File: src/rtl/pcm_feeder_if.sv
// -----------------------------------------------------------------------------
// pcm_feeder_if
//
// Simple register-bus bundle used between a CPU-side master and pcm_feeder.
//
// Signals:
//   valid  request, held high by the master until ready
//   addr   byte offset (pcm_feeder decodes [3:2])
//   wstrb  byte write strobes; all-zero means read
//   wdata  write data, lane k = wdata[8k+7:8k]
//   rdata  read data, meaningful while ready = 1
//   ready  one-cycle completion pulse from the slave
//
// Modports:
//   master  drives the request, receives rdata/ready
//   slave   receives the request, drives rdata/ready
// -----------------------------------------------------------------------------
interface pcm_feeder_if;
    logic        valid;
    logic [3:0]  addr;
    logic [3:0]  wstrb;
    logic [31:0] wdata;
    logic [31:0] rdata;
    logic        ready;

    modport master (
        output valid,
        output addr,
        output wstrb,
        output wdata,
        input  rdata,
        input  ready
    );

    modport slave (
        input  valid,
        input  addr,
        input  wstrb,
        input  wdata,
        output rdata,
        output ready
    );
endinterface

File: src/rtl/pcm_feeder.sv
// -----------------------------------------------------------------------------
// pcm_feeder
//
// Bus-side audio front end for the PWM audio DAC. A 32-bit DATA write carries
// up to four packed 8-bit PCM samples (one per enabled byte lane). Each sample
// is optionally converted from two's complement to offset binary, scaled by
// the volume setting and pushed, one per cycle, into the DAC sample FIFO. The
// FIFO full flag is honoured so that no sample is lost or duplicated.
//
// Register map (addr[3:2]):
//   0 DATA    write: latch samples, lanes selected by wstrb; reads 0
//   1 CTRL    bit0 signed_mode, bits[15:8] vol; byte-writable
//   2 STATUS  bit0 busy, bit1 fifo_full_i, bits[7:4] pending lanes (RO)
//   3 -       reserved, reads 0, writes ignored
//
// Ports:
//   clk          system clock
//   reset        asynchronous, active-high reset
//   bus          register bus (slave side of pcm_feeder_if)
//   pcm_o        processed sample (offset binary) to the DAC FIFO din
//   we_o         push strobe to the DAC FIFO
//   fifo_full_i  DAC FIFO full flag
//
// Parameters:
//   VOL_RESET     reset value of CTRL.vol (8'hFF = unity gain)
//   SIGNED_RESET  reset value of CTRL.signed_mode
// -----------------------------------------------------------------------------
module pcm_feeder #(
    parameter logic [7:0] VOL_RESET    = 8'hFF,
    parameter logic       SIGNED_RESET = 1'b0
) (
    input  logic         clk,
    input  logic         reset,
    pcm_feeder_if.slave  bus,
    output logic [7:0]   pcm_o,
    output logic         we_o,
    input  logic         fifo_full_i
);

    localparam logic [1:0] REG_DATA   = 2'd0;
    localparam logic [1:0] REG_CTRL   = 2'd1;
    localparam logic [1:0] REG_STATUS = 2'd2;

    typedef enum logic {
        ST_IDLE = 1'b0,
        ST_SEND = 1'b1
    } state_t;

    // -------------------------------------------------------------------------
    // State
    // -------------------------------------------------------------------------
    state_t      state_reg;
    logic [31:0] data_reg;          // latched sample word
    logic [3:0]  pending_reg;       // lanes not yet moved into the stage
    logic        stage_valid_reg;   // output stage holds an unsent sample
    logic [7:0]  pcm_reg;           // output stage sample
    logic        signed_reg;        // CTRL.signed_mode
    logic [7:0]  vol_reg;           // CTRL.vol
    logic        ready_reg;
    logic [31:0] rdata_reg;

    // -------------------------------------------------------------------------
    // Bus decode
    // -------------------------------------------------------------------------
    logic [1:0]  reg_sel;
    logic        is_write;
    logic        req_new;
    logic        data_wr;
    logic        stall;
    logic        accept;
    logic [31:0] read_val;
    logic        unused_addr_bits;

    assign reg_sel          = bus.addr[3:2];
    assign unused_addr_bits = ^bus.addr[1:0];
    assign is_write         = |bus.wstrb;

    // A request still held in the cycle its ready pulse is shown is the same
    // transaction, so it must not be taken a second time.
    assign req_new = bus.valid & ~ready_reg;
    assign data_wr = req_new & is_write & (reg_sel == REG_DATA);

    // Only a DATA write waits for the current burst; everything else completes
    // right away, even while samples are streaming out.
    assign stall  = data_wr & (state_reg == ST_SEND);
    assign accept = req_new & ~stall;

    always_comb begin
        read_val = '0;
        case (reg_sel)
            REG_CTRL:   read_val = {16'h0000, vol_reg, 7'b0000000, signed_reg};
            REG_STATUS: read_val = {24'h000000, pending_reg, 2'b00, fifo_full_i,
                                    (state_reg == ST_SEND)};
            default:    read_val = '0;
        endcase
    end

    // -------------------------------------------------------------------------
    // Sample processing, one instance per byte lane
    //   s = signed_mode ? lane ^ 8'h80 : lane
    //   c = s - 128                        (signed)
    //   p = (c * (vol + 1)) >>> 8          (arithmetic)
    //   out = p + 128, truncated to 8 bits
    // With vol = 255 the gain is exactly 256/256, so samples pass unchanged.
    // -------------------------------------------------------------------------
    logic [31:0] proc_bus;
    logic [9:0]  gain_u;

    // vol + 1 needs 9 bits (up to 256); one more keeps it positive as signed.
    assign gain_u = {2'b00, vol_reg} + 10'd1;

    genvar gi;
    generate
        for (gi = 0; gi < 4; gi++) begin : g_lane
            logic [7:0]         lane_s;
            logic signed [9:0]  lane_c;
            logic signed [9:0]  lane_g;
            logic signed [19:0] lane_prod;
            logic signed [19:0] lane_shift;

            assign lane_s     = data_reg[8*gi +: 8] ^ {signed_reg, 7'b0000000};
            assign lane_c     = $signed({2'b00, lane_s}) - 10'sd128;
            assign lane_g     = $signed(gain_u);
            assign lane_prod  = 20'(lane_c) * 20'(lane_g);
            assign lane_shift = lane_prod >>> 8;
            // Adding 128 to an 8-bit two's complement value is a top-bit flip.
            assign proc_bus[8*gi +: 8] = lane_shift[7:0] ^ 8'h80;
        end
    endgenerate

    // -------------------------------------------------------------------------
    // Lane selection: lowest set pending bit
    // -------------------------------------------------------------------------
    logic [1:0] sel_lane;
    logic [3:0] lowest_bit;

    always_comb begin
        sel_lane = 2'd0;
        for (int i = 3; i >= 0; i--) begin
            if (pending_reg[i]) begin
                sel_lane = 2'(i);
            end
        end
    end

    assign lowest_bit = pending_reg & (~pending_reg + 4'd1);

    // -------------------------------------------------------------------------
    // Output stage control
    // -------------------------------------------------------------------------
    logic stage_load;
    logic drain_done;

    assign we_o       = stage_valid_reg & ~fifo_full_i;
    assign stage_load = we_o | ~stage_valid_reg;

    // Leave SEND in the same cycle the last sample leaves the stage, so busy
    // drops on the cycle after the final push.
    assign drain_done = (pending_reg == 4'd0) & (~stage_valid_reg | we_o);

    assign pcm_o     = pcm_reg;
    assign bus.ready = ready_reg;
    assign bus.rdata = rdata_reg;

    // -------------------------------------------------------------------------
    // Sequential logic: FSM, registers, output stage, bus response
    // -------------------------------------------------------------------------
    always_ff @(posedge clk or posedge reset) begin
        if (reset) begin
            state_reg       <= ST_IDLE;
            data_reg        <= '0;
            pending_reg     <= '0;
            stage_valid_reg <= 1'b0;
            pcm_reg         <= '0;
            signed_reg      <= SIGNED_RESET;
            vol_reg         <= VOL_RESET;
            ready_reg       <= 1'b0;
            rdata_reg       <= '0;
        end else begin
            ready_reg <= accept;
            rdata_reg <= (accept && !is_write) ? read_val : 32'h0000_0000;

            // CTRL byte writes; bytes 2 and 3 hold no fields.
            if (accept && is_write && (reg_sel == REG_CTRL)) begin
                if (bus.wstrb[0]) begin
                    signed_reg <= bus.wdata[0];
                end
                if (bus.wstrb[1]) begin
                    vol_reg <= bus.wdata[15:8];
                end
            end

            // The stage refills whenever it is empty or being emptied this
            // cycle; a sample that stays put keeps its processed value even if
            // CTRL changes underneath it.
            if (stage_load) begin
                if (pending_reg != 4'd0) begin
                    pcm_reg         <= proc_bus[8*sel_lane +: 8];
                    stage_valid_reg <= 1'b1;
                end else begin
                    stage_valid_reg <= 1'b0;
                end
            end

            case (state_reg)
                ST_IDLE: begin
                    if (accept && data_wr) begin
                        data_reg    <= bus.wdata;
                        pending_reg <= bus.wstrb;
                        state_reg   <= ST_SEND;
                    end
                end
                ST_SEND: begin
                    if (stage_load && (pending_reg != 4'd0)) begin
                        pending_reg <= pending_reg & ~lowest_bit;
                    end
                    if (drain_done) begin
                        state_reg <= ST_IDLE;
                    end
                end
                default: begin
                    state_reg <= ST_IDLE;
                end
            endcase
        end
    end

endmodule

File: src/flat_wrapper.sv
// flat-port wrapper written by rule: the top's interface ports become plain ports
module pcm_feeder_flat 
#(
    parameter logic [7:0] VOL_RESET    = 8'hFF,
    parameter logic       SIGNED_RESET = 1'b0
)
  (clk, reset, pcm_o, we_o, fifo_full_i, bus_valid, bus_addr, bus_wstrb, bus_wdata, bus_rdata, bus_ready);
  pcm_feeder_if bus_i ();
  input  logic clk;
  input  logic reset;
  output logic [7:0] pcm_o;
  output logic we_o;
  input  logic fifo_full_i;
  input wire logic [$bits(bus_i.valid)-1:0] bus_valid;
  input wire logic [$bits(bus_i.addr)-1:0] bus_addr;
  input wire logic [$bits(bus_i.wstrb)-1:0] bus_wstrb;
  input wire logic [$bits(bus_i.wdata)-1:0] bus_wdata;
  output wire logic [$bits(bus_i.rdata)-1:0] bus_rdata;
  output wire logic [$bits(bus_i.ready)-1:0] bus_ready;
  assign bus_i.valid = bus_valid;
  assign bus_i.addr = bus_addr;
  assign bus_i.wstrb = bus_wstrb;
  assign bus_i.wdata = bus_wdata;
  assign bus_rdata = bus_i.rdata;
  assign bus_ready = bus_i.ready;
  pcm_feeder #(.VOL_RESET(VOL_RESET), .SIGNED_RESET(SIGNED_RESET)) u_core (.clk(clk), .reset(reset), .bus(bus_i), .pcm_o(pcm_o), .we_o(we_o), .fifo_full_i(fifo_full_i));
endmodule
File: config.mk
export PLATFORM = sky130hd
export DESIGN_NAME = pcm_feeder_flat
export DESIGN_NICKNAME = d
export VERILOG_FILES = /design/src/rtl/pcm_feeder_if.sv /design/src/rtl/pcm_feeder.sv /design/src/flat_wrapper.sv
export SDC_FILE = /design/constraint.sdc
export NUM_CORES = 1
export LEC_CHECK = 0
export BUFFER_PORTS_ARGS = -buffer_cell sky130_fd_sc_hd__buf_2
export CORE_MARGIN = 5
export CORE_UTILIZATION = 35
export DETAILED_ROUTE_END_ITERATION = 7
export HOLD_SLACK_MARGIN = 0.03
export PLACE_DENSITY = 0.56
export SLEW_MARGIN = 20
export SYNTH_ARGS = -nofsm -noshare
export SYNTH_HDL_FRONTEND = slang
export SYNTH_SLANG_ARGS = --single-unit
File: constraint.sdc
create_clock -name clk -period 8.95 [get_ports clk]
set_input_delay 1.3425 -clock clk [delete_from_list [all_inputs] [get_ports clk]]
set_output_delay 1.3425 -clock clk [all_outputs]
set_load 0.01 [all_outputs]
==> out/qor.yml <==
status:
  status: "finished, final reports clean"
place:
  globalplace.congestion: 0.811
  placed_cell_area_sq_um: 13100
  portBuffers: 65
  hpwl_um: 23000
  placed_cells: 1779
setup_path:
  slowest_stage: "dfstp_2"
  path_max_fanout: 24
  crit_family: "adder cells"
  path_buf_inv: 4
  crit_required_ps: 9180
  r2r_slack_ps: 2020
  cp.arrival_ps: 7150
  reg2reg_to: "u_core.pcm_o[7]"
  r2r_start: "u_core.vol_reg[0]"
  path_cells: "ha_2 -> nand2_1 -> xnor2_2 -> buf_4 -> nand2_1 -> fa_1 -> inv_1 -> fa_1 -> fa_1 -> fa_1 -> inv_1 -> fa_1 -> inv_1 -> ha_1 -> nand2_1 -> o21ai_0 -> or3_1 -> a41oi_1 -> o21bai_1 -> xnor2_1 -> a32oi_1 -> a31oi_1"
  reg2reg_depth: 22
  crit_top_cell: "fa_1"
  slowest_delay_ps: 910
  start_kind: "flip-flop"
  end_kind: "flip-flop"
  criticalPathCategory: "reg2reg"
clock_tree:
  clk_pin_slew_ps: 80
  htreeDepth: 3
  clk_latency_ps: 360
  cts-root-buf: "clkbuf_16"
  cts_tree: "done"
  cts.repair.resized: 0
  cts_sinks: 70
  postCtsHoldBufs: 0
  clockBufferDepth: 2
  post_cts.repair.setup_buffers: 0
  cts_made_buffers: 9
synthesis:
  syn_area_sq_um: 12300
  ys_seq_elements: 70
  synth_top_area_frac: 0.318
  netlist_instances: 1305
  synth-edff-count: 0
  synth_top_area_cell: "fa_1"
  synth.distinct_cells: 63
  synthFlopType: "dfrtp_1"
  ys_async_sr_fraction: 1.00
  synth_warnings: 0
  synth_area_leaders: "fa_1, ha_1, dfrtp_1, and2_1, inv_1"
  yosysSeqAreaShare: 0.143
  avgSynthCellArea_sq_um: 9.46
sta:
  finalSetupViolCount: 0
  maxSlewHeadroom: 0.267
  final_hold_viol_count: 0
  setup_tns_ps: 0
  max_clock_freq_mhz: 144
  post-route-period-util: 0.774
  fin_crit_ps: 6930
  tightest_slew_ps: 1100
  rsz0062_at_grt: "false"
  fin_hold_ws_ps: 492
  skew_ps: 15.8
  slew_viol_final: 0
routing:
  wirelength_um: 29900
  drt_iter0_drc: 376
  antenna_left: 0
  vias: 8872
  first_pass_iters: 5
  avgViaCountPerCell: 4.94
  avgRoutedWirePerCell_um: 16.7
  drc: 0
cells_and_area:
  fillCellCount: 3569
  drive_gt1_frac: 0.124
  layout.nets: 1719
  final_cell_mix: "inv_1, fa_1, nand2_1, ha_1, and2_1"
  largest_register_ff_count: 32
  stdcell_count: 1796
  area_growth_pct: 8.65
  stdcell_area_sq_um: 13400
hold_path:
  holdPathEnd: "u_core.pcm_o[1]"
  hold_class: "reg2reg"
  min_path_cells: 2
  holdCritStartpoint: "u_core.pcm_o[1]"
grt:
  grt-ovfl-total: 0
  grt_pass1_vias: 9460
  grt_usage: 0.159
  grt_pass1_wl_um: 49500
  antenna_found_initial: 0
  grt_start_max_net_pins: 71
floorplan:
  core_sq_um: 34700
  num_io_pins: 86
  die_h_um: 198
  dieArea_sq_um: 39100
  num_rows: 68
  start_util: 0.355
  dieWidth_um: 198
job:
  cap_viol_max_count: 0
[layout make-up]
class / instances / area [sq um] / share of cell area
timing repair buffer: 80 / 442 / 0.0329
inverter: 197 / 741 / 0.0552
tap: 455 / 569 / 0.0425
clock buffer: 9 / 225 / 0.0168
antenna: 1 / 2.50 / 0.000187
multi-input combinational: 977 / 9580 / 0.715
sequential: 70 / 1760 / 0.131
clock inverter: 7 / 86.3 / 0.00644
[worst max path at each step]
| stage | end | cells past startpoint | startpoint |
|---|---|---|---|
| 6_report | u_core.pcm_o[7] | 22 | u_core.vol_reg[0] |
| 5_1_grt | u_core.pcm_o[5] | 22 | u_core.vol_reg[0] |
| 4_1_cts | u_core.pcm_o[7] | 22 | u_core.vol_reg[0] |
| 3_5_place_dp | u_core.pcm_o[7] | 22 | u_core.vol_reg[0] |
| 3_3_place_gp | u_core.pcm_o[7] | 22 | u_core.vol_reg[0] |
| 2_1_floorplan | u_core.pcm_o[6] | 22 | u_core.vol_reg[2] |
[stage by stage]
step                worst slack (ps)   util
floorplan                       2800      -
global placement                2080  0.377
detailed placement              2030  0.377
CTS                             2030  0.386
global route                    1430  0.386
finish                          2020  0.386
[tightest hold or removal path: stages, from the launching register on]
cell	delay, ps
dfrtp_1	350
nand2_1	50
nand2_1	50
[kinds of logic (layout without fill, tap and decap cells)]
logic type | count (synthesis) | in the layout | share of synthesized area
simple gates | 423 | 423 | 0.169
fa+ha+maj | 340 | 340 | 0.464
buf+inv | 275 | 293 | 0.0906
compound gates | 91 | 91 | 0.0490
flops | 70 | 70 | 0.143
xor+xnor | 62 | 62 | 0.0440
mux | 43 | 43 | 0.0401
other cells | 1 | 19 | 0.000304
[synthesized netlist by cell type (all sizes together), types with 2 or more instances]
library cell,instances
a211o,2
a211oi,2
a21o,3
a21oi,24
a311oi,2
a31oi,7
a41o,2
and2,119
buf,30
clkbuf,48
dfrtp,62
dfstp,8
fa,196
ha,144
inv,197
mux2,41
nand2,175
nand2b,8
nand3,6
nand4,4
nand4bb,4
nor2,57
nor2b,22
nor3,6
nor4,6
o211ai,3
o21a,3
o21ai,21
o21bai,4
o31ai,6
or2,4
or3,7
xnor2,51
xor2,11
[per-layer routing]
metal	wire length (um)	global-route usage	vias up
met4	608	0.0352	0
met2	14000	0.258	190
met3	1490	0.0339	33
met1	13900	0.220	4552
met5	0	0	-
li1	-	-	4097
Power is not shown: default switching activity piles up to over one toggle a cycle in this logic, so the estimate is an artifact.
